## src/rtl/mmd_ratio_ctrl_if.sv

```systemverilog
// Bundle of the ratio-control handshake, divider outputs and (with MMD_STATS_EN) statistics.
// master: the PLL side driving enable/ratio inputs; slave: the mmd_ratio_ctrl block.
interface mmd_ratio_ctrl_if #(
    parameter int unsigned W = 8
) ();
    logic         enable;
    logic [W-1:0] n_int;
    logic [4:0]   dsm_out;
    logic         dsm_req;
    logic         div_pulse;
    logic         div_clk;
    logic [W-1:0] ratio_out;
    logic         ratio_valid;
    logic         sat_flag;
`ifdef MMD_STATS_EN
    logic [15:0]  period_cnt;
    logic [23:0]  ratio_acc;

    modport master (
        output enable, n_int, dsm_out,
        input  dsm_req, div_pulse, div_clk, ratio_out, ratio_valid, sat_flag,
        input  period_cnt, ratio_acc
    );
    modport slave (
        input  enable, n_int, dsm_out,
        output dsm_req, div_pulse, div_clk, ratio_out, ratio_valid, sat_flag,
        output period_cnt, ratio_acc
    );
`else
    modport master (
        output enable, n_int, dsm_out,
        input  dsm_req, div_pulse, div_clk, ratio_out, ratio_valid, sat_flag
    );
    modport slave (
        input  enable, n_int, dsm_out,
        output dsm_req, div_pulse, div_clk, ratio_out, ratio_valid, sat_flag
    );
`endif
endinterface

```

## src/rtl/mmd_ratio_ctrl.sv

```systemverilog
// Multi-modulus divider control: clamps n_int + MASH sample to a legal ratio and runs the
// period down-counter. Define MMD_STATS_EN to add the period_cnt / ratio_acc outputs.
module mmd_ratio_ctrl #(
    parameter int unsigned W         = 8,
    parameter int unsigned MIN_RATIO = 4
) (
    input logic             clk,
    input logic             rst,
    mmd_ratio_ctrl_if.slave bus
);
    typedef enum logic [1:0] {StIdle, StLoad, StCount} state_e;

    localparam logic signed [W+1:0] MinSum = (W+2)'(MIN_RATIO);
    localparam logic signed [W+1:0] MaxSum = (W+2)'((1 << W) - 1);

    state_e       state_q;
    logic [W-1:0] cnt_q;
    logic [W-1:0] ratio_q;
    logic         div_pulse_q;
    logic         div_clk_q;
    logic         ratio_valid_q;
    logic         dsm_req_q;
    logic         sat_q;

    logic signed [W+1:0] sum;
    logic [W-1:0]        ratio_calc;
    logic [W-1:0]        thr_new;
    logic [W-1:0]        thr_cur;
    logic [W-1:0]        cnt_dec;
    logic                sat_calc;
    logic                at_end;
    logic                load_now;

    always_comb begin
        sum        = $signed({2'b00, bus.n_int}) + $signed({{(W-3){bus.dsm_out[4]}}, bus.dsm_out});
        ratio_calc = sum[W-1:0];
        sat_calc   = 1'b0;
        if (sum < MinSum) begin
            ratio_calc = W'(MIN_RATIO);
            sat_calc   = 1'b1;
        end else if (sum > MaxSum) begin
            ratio_calc = '1;
            sat_calc   = 1'b1;
        end
        // div_clk is high while cnt exceeds this threshold: first floor(ratio/2) cycles
        thr_new  = ratio_calc - W'(1) - (ratio_calc >> 1);
        thr_cur  = ratio_q - W'(1) - (ratio_q >> 1);
        cnt_dec  = cnt_q - W'(1);
        at_end   = (state_q == StCount) && (cnt_q == '0);
        load_now = (state_q == StLoad) || (at_end && bus.enable);
    end

`ifdef MMD_STATS_EN
    logic [15:0] period_cnt_q;
    logic [23:0] ratio_acc_q;
`endif

    always_ff @(posedge clk) begin
        if (rst) begin
            state_q       <= StIdle;
            cnt_q         <= '0;
            ratio_q       <= '0;
            div_pulse_q   <= 1'b0;
            div_clk_q     <= 1'b0;
            ratio_valid_q <= 1'b0;
            dsm_req_q     <= 1'b0;
            sat_q         <= 1'b0;
`ifdef MMD_STATS_EN
            period_cnt_q  <= '0;
            ratio_acc_q   <= '0;
`endif
        end else begin
            div_pulse_q   <= at_end;
            ratio_valid_q <= 1'b0;
            dsm_req_q     <= 1'b0;
            if (load_now) begin
                state_q       <= StCount;
                cnt_q         <= ratio_calc - W'(1);
                ratio_q       <= ratio_calc;
                ratio_valid_q <= 1'b1;
                dsm_req_q     <= 1'b1;
                sat_q         <= sat_q | sat_calc;
                div_clk_q     <= (ratio_calc - W'(1)) > thr_new;
            end else begin
                case (state_q)
                    StIdle: begin
                        cnt_q     <= '0;
                        ratio_q   <= '0;
                        div_clk_q <= 1'b0;
                        if (bus.enable) state_q <= StLoad;
                    end
                    StCount: begin
                        if (at_end) begin
                            // graceful stop: period finished with enable low
                            state_q   <= StIdle;
                            ratio_q   <= '0;
                            div_clk_q <= 1'b0;
                        end else begin
                            cnt_q     <= cnt_dec;
                            div_clk_q <= cnt_dec > thr_cur;
                        end
                    end
                    default: state_q <= StIdle;
                endcase
            end
`ifdef MMD_STATS_EN
            if (at_end) period_cnt_q <= period_cnt_q + 16'd1;
            if (load_now) ratio_acc_q <= ratio_acc_q + 24'(ratio_calc);
`endif
        end
    end

    assign bus.dsm_req     = dsm_req_q;
    assign bus.div_pulse   = div_pulse_q;
    assign bus.div_clk     = div_clk_q;
    assign bus.ratio_out   = ratio_q;
    assign bus.ratio_valid = ratio_valid_q;
    assign bus.sat_flag    = sat_q;
`ifdef MMD_STATS_EN
    assign bus.period_cnt  = period_cnt_q;
    assign bus.ratio_acc   = ratio_acc_q;
`endif
endmodule
```

## src/flat_wrapper.sv

```systemverilog
// flat-port wrapper written by rule: the top's interface ports become plain ports
module mmd_ratio_ctrl_flat 
#(
    parameter int unsigned W         = 8,
    parameter int unsigned MIN_RATIO = 4
)
  (clk, rst, bus_enable, bus_n_int, bus_dsm_out, bus_dsm_req, bus_div_pulse, bus_div_clk, bus_ratio_out, bus_ratio_valid, bus_sat_flag);
  mmd_ratio_ctrl_if #(.W(W)) bus_i ();
  input logic clk;
  input logic rst;
  input wire logic [$bits(bus_i.enable)-1:0] bus_enable;
  input wire logic [$bits(bus_i.n_int)-1:0] bus_n_int;
  input wire logic [$bits(bus_i.dsm_out)-1:0] bus_dsm_out;
  output wire logic [$bits(bus_i.dsm_req)-1:0] bus_dsm_req;
  output wire logic [$bits(bus_i.div_pulse)-1:0] bus_div_pulse;
  output wire logic [$bits(bus_i.div_clk)-1:0] bus_div_clk;
  output wire logic [$bits(bus_i.ratio_out)-1:0] bus_ratio_out;
  output wire logic [$bits(bus_i.ratio_valid)-1:0] bus_ratio_valid;
  output wire logic [$bits(bus_i.sat_flag)-1:0] bus_sat_flag;
  assign bus_i.enable = bus_enable;
  assign bus_i.n_int = bus_n_int;
  assign bus_i.dsm_out = bus_dsm_out;
  assign bus_dsm_req = bus_i.dsm_req;
  assign bus_div_pulse = bus_i.div_pulse;
  assign bus_div_clk = bus_i.div_clk;
  assign bus_ratio_out = bus_i.ratio_out;
  assign bus_ratio_valid = bus_i.ratio_valid;
  assign bus_sat_flag = bus_i.sat_flag;
  mmd_ratio_ctrl #(.W(W), .MIN_RATIO(MIN_RATIO)) u_core (.clk(clk), .rst(rst), .bus(bus_i));
endmodule
```

## config.mk

```make
export PLATFORM = sky130hd
export DESIGN_NAME = mmd_ratio_ctrl_flat
export DESIGN_NICKNAME = d
export VERILOG_FILES = /design/src/rtl/mmd_ratio_ctrl_if.sv /design/src/rtl/mmd_ratio_ctrl.sv /design/src/flat_wrapper.sv
export SDC_FILE = /design/constraint.sdc
export NUM_CORES = 1
export LEC_CHECK = 0
export ABC_AREA = 1
export BUFFER_PORTS_ARGS = -buffer_cell sky130_fd_sc_hd__buf_2
export CAP_MARGIN = 10
export CORE_ASPECT_RATIO = 1.2
export CORE_UTILIZATION = 59
export DETAILED_ROUTE_END_ITERATION = 6
export PLACE_DENSITY = 0.8
export SLEW_MARGIN = 0
export SYNTH_ARGS = -nofsm -noshare
export SYNTH_HDL_FRONTEND = slang
export SYNTH_SLANG_ARGS = --single-unit
```

## constraint.sdc

```tcl
create_clock -name clk -period 5.2 [get_ports clk]
set_input_delay 0 -clock clk [delete_from_list [all_inputs] [get_ports clk]]
set_output_delay 0 -clock clk [all_outputs]
set_load 0.01 [all_outputs]
```

==> metrics.txt, run 1 <==
ys flop type=dfxtp_1; First DRT Iteration DRCs=128; count of state elements after synthesis=22; antenna violations before repair=0; post_cts resized=0; status=finished clean; internal power=0.5350 mW; GR peak layer=met2; Die ar.=0.005079 mm2; critical path endpoint category=flip-flop; syn_nets=457; Post-synth EDFFs=0; Total Power=0.9947 mW; switching share of power=46.22%; cts hold-fix bufs=1; M2 GR Usage=54.85%; Worst EP arrival=4.52 ns; Inserted Diodes=0; Setup Viol. Count Final=0; Synth area leaders=ha_1 (17%), dfxtp_1 (16%), nand2_1 (10%), inv_1 (7.7%), a21oi_1 (6.9%); Worst-path clk slew=0.09 ns; CTS root buf=clkbuf_8; antenna-violating nets left=0; Final Slew Violations=0; total CTS buffers=3; unrepaired setup endpoints after global routing=false; Core Region=0.004594 mm2; Async S/R FF share, synth=0%; Bufs on Longest Clock Path=2; Hold Startpoint=rst; Die Y=77.87 um; Layout area overhead=7.913%; Max-cap violations=0; fill count=433; HPWL Detailed=5527 um; P per Cell Area=325.7 mW/mm2; register area share after synthesis=15.56%; combinational share of power=63.6%; Clock Latency Late Sink=0.27 ns; Setup CP Type=in2reg; Post-CTS Setup Repair Bufs=0; I/O pins=29; clk_skew=0.004656 ns; Setup crit start=bus_dsm_out[0]; wirelength, routed=6588 um; critical path startpoint category=input pin; Netlist cell types=46; Via density=5.583; vias post-DR=2702; post-synth top area cell=ha_1; register share of total power=20.0%; Cell Area, Synth=0.002830 mm2; CTS tree=yes; YS warnings=0; largest net degree at the start of global routing=19; Final Critical Period=4.318 ns; area of the multi-input gates=0.002090 mm2; Core Util, Final=66.48%; post-synth top area share=17.24%; first drt pass iteration count=5; Routed WL per cell=13.61 um; M3 GR Usage=2.647%; worst-path fanout max=5; syn avg cell area=7.093 um2; Psw=0.4597 mW; Hold WS=0.07859 ns; Final Hold Viols=0; clock sink count=22; vias in the first global route=2518; H-tree depth=1; Achievable Freq=231.6 MHz; first-pass GRT wire length=10670 um; die width=65.23 um; # DRC=0; Initial Util=61.60%; synthesized netlist cell count=399; clock share of power=16.4%; routability-driven placement congestion ratio=0.8787; Nets=485; ratio of cells with drive above 1 in the final layout=17.14%; met1 GRT Util=26.02%; Worst Hold Class=in2reg; leakage power=1.530 nW; Tot GR Track Use=26.81%; worst flop-to-flop path startpoint=u_core.bus.ratio_out[3]$_SDFFE_PP0P_; Slew headroom=43.77%; maximum VDD drop=0.1288 mV; I/O Buffers=28; fin crit share=83.04%; CP required=5.40 ns; standard-cell rows=27; GRT Residual Overflow=0; Final TNS setup=0 ns; Tightest Pin Transition=0.8434 ns; Register Area=440.4 um2
==> synthesized netlist by cell type (4+ instances only) <==
master	instances
nand2_1	77
inv_1	58
a21oi_1	39
ha_1	39
nand3_1	28
nor2_1	23
dfxtp_1	22
o21ai_0	17
xor2_1	12
nand4_1	10
nand2_2	9
xnor2_1	6
nand2_4	5
nand3_2	5
nor2_4	4
==> layout make-up <==
type / instances / area share [%]
clock buffer: 3 / 1.352
clock inverter: 1 / 0.9832
inverter: 61 / 7.538
multi-input combinational: 310 / 68.41
sequential: 22 / 14.42
tap: 58 / 2.376
timing repair buffer: 29 / 4.916
==> through the flow <==
step / cells / area [um2] / setup slack [ns]
floorplan: 399 / 2830 / 1.223
global placement: 479 / 2973 / 0.8548
detailed placement: 479 / 2973 / 0.6128
CTS: 484 / 3054 / 0.8918
global route: 484 / 3054 / 0.4457
finish: 484 / 3054 / 0.8818
==> routing by layer <==
metal | part of all wire [%] | wire, um
met3 | 3.2 | 214
met1 | 39 | 2575
met5 | 0 | 0
met2 | 55 | 3625
met4 | 2.6 | 173
==> power groups by stage <==
| stage | clock network [mW] | registers [mW] | logic [mW] |
|---|---|---|---|
| floorplan | 0 | 0.202 | 0.499 |
| global placement | 0 | 0.202 | 0.606 |
| detailed placement | 0 | 0.202 | 0.628 |
| CTS | 0.163 | 0.199 | 0.634 |
| global route | 0.171 | 0.201 | 0.712 |
| finish | 0.163 | 0.199 | 0.633 |
==> cells in the final DEF (no fill, tap or decap), types with 10 or more instances in the layout <==
master,count
nand2_1,77
ha_1,39
dfxtp_1,22
nand3_1,28
nor2_1,23
inv_1,58
a21oi_1,39
o21ai_0,17
nand4_1,10
xor2_1,12
buf_2,28
==> state kept, by name, indices dropped and copies added (netlist names) <==
| register | count |
|---|---|
| u_core.bus.div_clk | 1 |
| u_core.bus.sat_flag | 1 |
| u_core.bus.ratio_valid | 1 |
| u_core.cnt_q | 8 |
| u_core.bus.div_pulse | 1 |
| u_core.bus.ratio_out | 8 |
| u_core.state_q | 2 |
==> worst max-delay path, cell delays in order <==
cell and delay [ns]:
buf_2 0.10, ha_1 0.24, fa_1 0.51, nand4_1 0.19, nand3_1 0.10, nand2_1 0.07
nand2_1 0.08, nand3_4 0.14, nand2_4 0.07, o21ai_0 0.31, inv_1 0.09, ha_1 0.27
xor2_1 0.29, ha_1 0.33, a21oi_1 0.12, o21ai_0 0.14, nand2_1 0.09, nand2_1 0.05
a21oi_1 0.19, xor2_1 0.10, ha_1 0.30, nand3_1 0.10, o211ai_1 0.19, nand2_1 0.08
a21oi_1 0.13, nand2_1 0.09, a21oi_1 0.13
==> path summary, 6_finish.rpt <==
path / to / slack (ns) / depth (start not counted)
min reg2reg: u_core.bus.sat_flag$_SDFFE_PP0N_ / 0.48 / 2
min: u_core.bus.ratio_out[7]$_SDFFE_PP0P_ / 0.08 / 2
max reg2reg: u_core.bus.div_clk$_SDFFE_PP0P_ / 2.33 / 17
max: u_core.bus.div_clk$_SDFFE_PP0P_ / 0.88 / 27
==> cell families (layout without fill, tap and decap cells) <==
kind of cell	Yosys count	in the layout	synth area share [%]
buffers and inverters	67	94	10.61
AND/OR/NAND/NOR	172	172	31.43
XOR/XNOR	21	21	7.692
AO/OA/AOI/OAI	75	75	15.34
flip-flops	22	22	15.56
adder cells (fa/ha/maj)	42	42	19.36
(Power assumes the default switching activity.)
==> run 2, diff against run 1 <==
Clock period 5.2 ns to 4.4 ns, I/O delays scaled along.
==> run 2 against run 1 <==
  * Clock power decreased by 23%
  * Non-clock buffer count increased by 3
  * Combinational power increased by 18%
  * Register-to-register slack got worse by 0.75 ns
  * Clock skew decreased by 0.0022 ns
  * Sequential power increased by 18%
  * Utilization decreased by 0.054 points
  * Worst hold slack improved by 0.0087 ns
  * Largest cell class unchanged
  * Largest power group unchanged
  * Highest routed layer unchanged
==> metrics.txt, run 2 (synthesis gave the netlist of run 1 again) <==
Non-Filler Instances=486; Nets=488; Post-CTS Setup Repair Bufs=0; I/O Buffers=28; most common cell after layout, fill and taps aside=nand2_1; leakage power=1.528 nW; GRT Residual Overflow=0; status=finished clean; Layout area overhead=7.825%; routability-driven placement congestion ratio=0.8826; FF-to-FF path depth=17; Slowest cell on crit path=fa_2; standard-cell rows=27; wirelength, routed=6230 um; CP required=4.60 ns; CTS root buf=clkbuf_8; unrepaired setup endpoints after global routing=false; total CTS buffers=3; Clock Latency Late Sink=0.26 ns; P per Cell Area=362.9 mW/mm2; Final Slew Violations=0; Crit. path cell count=30; worst-path fanout max=5; Bufs on Longest Clock Path=2; Tightest Pin Transition=0.8227 ns; Worst Hold Class=in2reg; First DRT Iteration DRCs=186; first-pass GRT wire length=10630 um; critical path startpoint category=input pin; Core Region=0.004594 mm2; maximum VDD drop=0.1572 mV; HPWL Detailed=5265 um; Max-cap violations=0; R2R setup slack=1.58 ns; Total Power=1.108 mW; Hold Crit Depth=2; Tot GR Track Use=26.16%; Buf/Inv on CP=3; Hold WS=0.08725 ns; Routed WL per cell=12.82 um; Slew headroom=45.15%; Final Critical Period=3.983 ns; Setup Viol. Count Final=0; Die Y=77.87 um; critical path endpoint category=flip-flop; Final Hold Viols=0; setup ws final=0.4170 ns; fin crit share=90.52%; post-route cell area=0.003052 mm2; largest net degree at the start of global routing=19; Inserted Diodes=0; ratio of cells with drive above 1 in the final layout=17.99%; Setup CP Type=in2reg; Worst EP arrival=4.18 ns; Core Util, Final=66.42%; Achievable Freq=251.1 MHz; I/O pins=29; Die ar.=0.005079 mm2; antenna violations before repair=0; H-tree depth=1; commonest non-fill, non-tap cells in the layout=nand2_1 (77), inv_1 (58), a21oi_1 (39); vias post-DR=2685; post-placement cell count=482; CTS tree=yes; first drt pass iteration count=5; clock sink count=22; Post-DP Area=0.002995 mm2; antenna-violating nets left=0; pre-CTS setup slack=0.03114 ns; clk_skew=0.002413 ns; Via density=5.525; Final TNS setup=0 ns; vias in the first global route=2613; # DRC=0; Initial Util=61.60%; CP peak stage delay=0.42 ns; Worst path top cell family by delay=adder cells; Worst-path clk slew=0.08 ns; die width=65.23 um
-- run 2: final timing paths --
path                                                           start                               end
worst max-delay path                                  bus_dsm_out[0]   u_core.bus.div_clk$_SDFFE_PP0P_
worst min-delay path                                             rst   u_core.bus.div_pulse$_SDFF_PP0_
worst max register to register  u_core.bus.ratio_out[3]$_SDFFE_PP0P_   u_core.bus.div_clk$_SDFFE_PP0P_
worst min register to register      u_core.bus.sat_flag$_SDFFE_PP0N_  u_core.bus.sat_flag$_SDFFE_PP0N_
-- run 2: worst reg2reg max path: cells and delay by family, from the launching register on --
kind	cells	cell delay, ns
xor gates and xnor gates	1	0.16
adders and majority gates	2	0.58
AOI/OAI and AO/OA	8	1.25
buffers and inverters	2	0.11
DFF	1	0.39
and+or+nand+nor	4	0.26
-- run 2: layer usage --
metal / GRT usage [%] / wire [um]
met5: 0 / 0
met3: 3.382 / 167
met1: 27.30 / 2562
met2: 49.07 / 3272
met4: 13.70 / 228
-- run 2: power breakdown --
part	switching, mW	internal [mW]
clock network	0.0648	0.0612
registers	0.0172	0.218
logic	0.445	0.301
-- run 2: layout make-up --
cell class                 instances  area [um2]
tap                               58       72.57
clock buffer                       3       41.29
timing repair buffer              32       172.7
inverter                          61       230.2
multi-input combinational        310        2095
fill                             425        1543
sequential                        22       440.4
-- run 2: what timing repair did --
item | in CTS | in global routing
resized for setup | 0 | 4
setup endpoints to repair | 0 | 1
hold buffers | 1 | 0
hold endpoints to repair | 1 | 0
==> run 3, diff against run 2 <==
Settings changed: CORE_MARGIN set to 4, REMOVE_ABC_BUFFERS set to 1.
==> run 3 against run 2 <==
  * Global-route usage is 3.6 points lower
  * Wire length is 5.6% higher
  * Utilization is 0.30 points lower
  * Sequential share of layout area hardly changed
  * First-iteration DRC count is 0.54% higher
  * Count of clock-buffer cells in the layout is 1 higher
  * Clock power is 17% higher
  * Worst hold slack hardly changed
  * Die area is 18% higher
  * Cell count is 0.21% higher
  * Non-clock buffer count stayed put
==> metrics.txt, run 3 (synthesis gave the netlist of run 1 again) <==
clk_skew=0.001805 ns; CTS tree=yes; antenna-violating nets left=0; Core Region=0.004628 mm2; internal power=0.5984 mW; unrepaired setup endpoints after global routing=false; setup ws final=0.3973 ns; Slew headroom=44.18%; Slowest cell on crit path=fa_1; worst-path fanout max=5; commonest non-fill, non-tap cells in the layout=nand2_1 (77), inv_1 (58), a21oi_1 (39), ha_1 (39); Worst Hold Path EP=u_core.bus.ratio_out[7]$_SDFFE_PP0P_; Tightest Pin Transition=0.8372 ns; Hold Crit Depth=2; standard-cell rows=27; HPWL Detailed=5463 um; first-pass GRT wire length=11210 um; most common cell after layout, fill and taps aside=nand2_1; fin crit share=90.97%; Tot GR Track Use=22.55%; vias post-DR=2726; Achievable Freq=249.8 MHz; die width=71.23 um; Routed WL per cell=13.51 um; status=finished clean; ratio of cells with drive above 1 in the final layout=17.72%; routability-driven placement congestion ratio=0.8739; wirelength, routed=6580 um; Inserted Diodes=0; Psw=0.5333 mW; leakage power=1.538 nW; Die ar.=0.005974 mm2; combinational share of power=66.2%; Worst Hold Class=in2reg; Worst path top cell family by delay=adder cells; Via density=5.598; CP required=4.60 ns; maximum VDD drop=0.1518 mV; # DRC=0; Buf/Inv on CP=2; register share of total power=20.8%; worst flop-to-flop path startpoint=u_core.bus.ratio_out[3]$_SDFFE_PP0P_; Layout area overhead=8.135%; Die Y=83.87 um; CTS root buf=clkbuf_8; P per Cell Area=369.8 mW/mm2; switching share of power=47.13%; clock share of power=13.0%; critical path endpoint category=flip-flop; Worst EP arrival=4.20 ns; CP peak stage delay=0.51 ns; GRT Residual Overflow=0; Reg-to-Reg End=u_core.bus.div_clk$_SDFFE_PP0P_; Final Critical Period=4.003 ns; Final Hold Viols=0; vias in the first global route=2537; total CTS buffers=3; I/O pins=29; Max-cap violations=0; Final TNS setup=0 ns; antenna violations before repair=0; Final Slew Violations=0; Setup Viol. Count Final=0; R2R setup slack=1.44 ns; critical path startpoint category=input pin; Bufs on Longest Clock Path=2; I/O Buffers=28; First DRT Iteration DRCs=187; clock sink count=22; Clock Latency Late Sink=0.26 ns; pre-CTS setup slack=0.05838 ns; Nets=488; Worst-path clk slew=0.08 ns; Initial Util=61.15%; FF-to-FF path depth=17; H-tree depth=1; first drt pass iteration count=5; crit-path most repeated cell=nand2_1; Hold Startpoint=rst; largest net degree at the start of global routing=19; critical-path cell list=buf_2, ha_1, fa_1, nand4_1, nand3_1, nand2_1, nand2_1, nand3_4, nand2_4, o21ai_0, inv_1, ha_1, fa_1, o21ai_1, a21o_1, a21oi_1, xor2_1, ha_1, nand3_1, o211ai_1, nand2_1, a21oi_1, nand2_1, a21oi_1; Setup CP Type=in2reg
## run 3: area by class of cell
class	instances	area (um2)
inverters	61	230.2
well taps	58	72.57
flip-flops and latches	22	440.4
fillers	420	1568
repair buffers	32	172.7
clock buffers	4	55.05
multi-input cells	310	2090
## run 3: stage by stage
| step | hold WS [ns] | power, mW | cells | util [%] | instance area, um2 |
|---|---|---|---|---|---|
| 4_1_cts | 0.08221 | 1.132 | 487 | 66.13 | 3060 |
| 3_3_place_gp | 0.2691 | 0.9612 | 482 | 64.72 | 2995 |
| 6_report | 0.08693 | 1.132 | 487 | 66.13 | 3060 |
| 2_1_floorplan | 0.06907 | 0.8171 | 393 | - | 2760 |
| 5_1_grt | 0.09685 | 1.257 | 487 | 66.13 | 3060 |
| 3_5_place_dp | 0.2666 | 0.9776 | 482 | 64.72 | 2995 |
## run 3: worst max path at each step
stage | from | to | slack, ns | cells after the start
after CTS | bus_dsm_out[0] | u_core.bus.div_clk$_SDFFE_PP0P_ | 0.31 | 24
final | bus_dsm_out[0] | u_core.bus.div_clk$_SDFFE_PP0P_ | 0.40 | 24
after floorplan | bus_dsm_out[0] | u_core.bus.div_clk$_SDFFE_PP0P_ | 0.42 | 25
after global routing | bus_dsm_out[0] | u_core.bus.div_clk$_SDFFE_PP0P_ | 0.05 | 28
after global placement | bus_dsm_out[0] | u_core.bus.div_clk$_SDFFE_PP0P_ | 0.09 | 24
after detailed placement | bus_dsm_out[0] | u_core.bus.div_clk$_SDFFE_PP0P_ | 0.06 | 24
## run 3: routing by layer
layer  wire, um  vias up  global-route usage [%]
met1       2687     1264                   26.21
met4        134        0                   5.128
li1           -     1385                       -
met2       3519       63                   42.73
met3        238       14                   2.651
met5          0        -                       0
## run 3: repair_timing
item | in CTS | in global routing
gates resized for setup | 0 | 2
buffers inserted | 0 | 0
hold endpoints to repair | 1 | 0
endpoints found under the setup margin | 0 | 1
hold buffers | 1 | 0
## run 3: power by group through the flow
stage / Sequential, mW / Combinational, mW / Clock [mW]
after floorplan: 0.240 / 0.577 / 0
after global placement: 0.239 / 0.723 / 0
after detailed placement: 0.239 / 0.738 / 0
after CTS: 0.235 / 0.750 / 0.148
after global routing: 0.238 / 0.863 / 0.157
final: 0.235 / 0.749 / 0.147
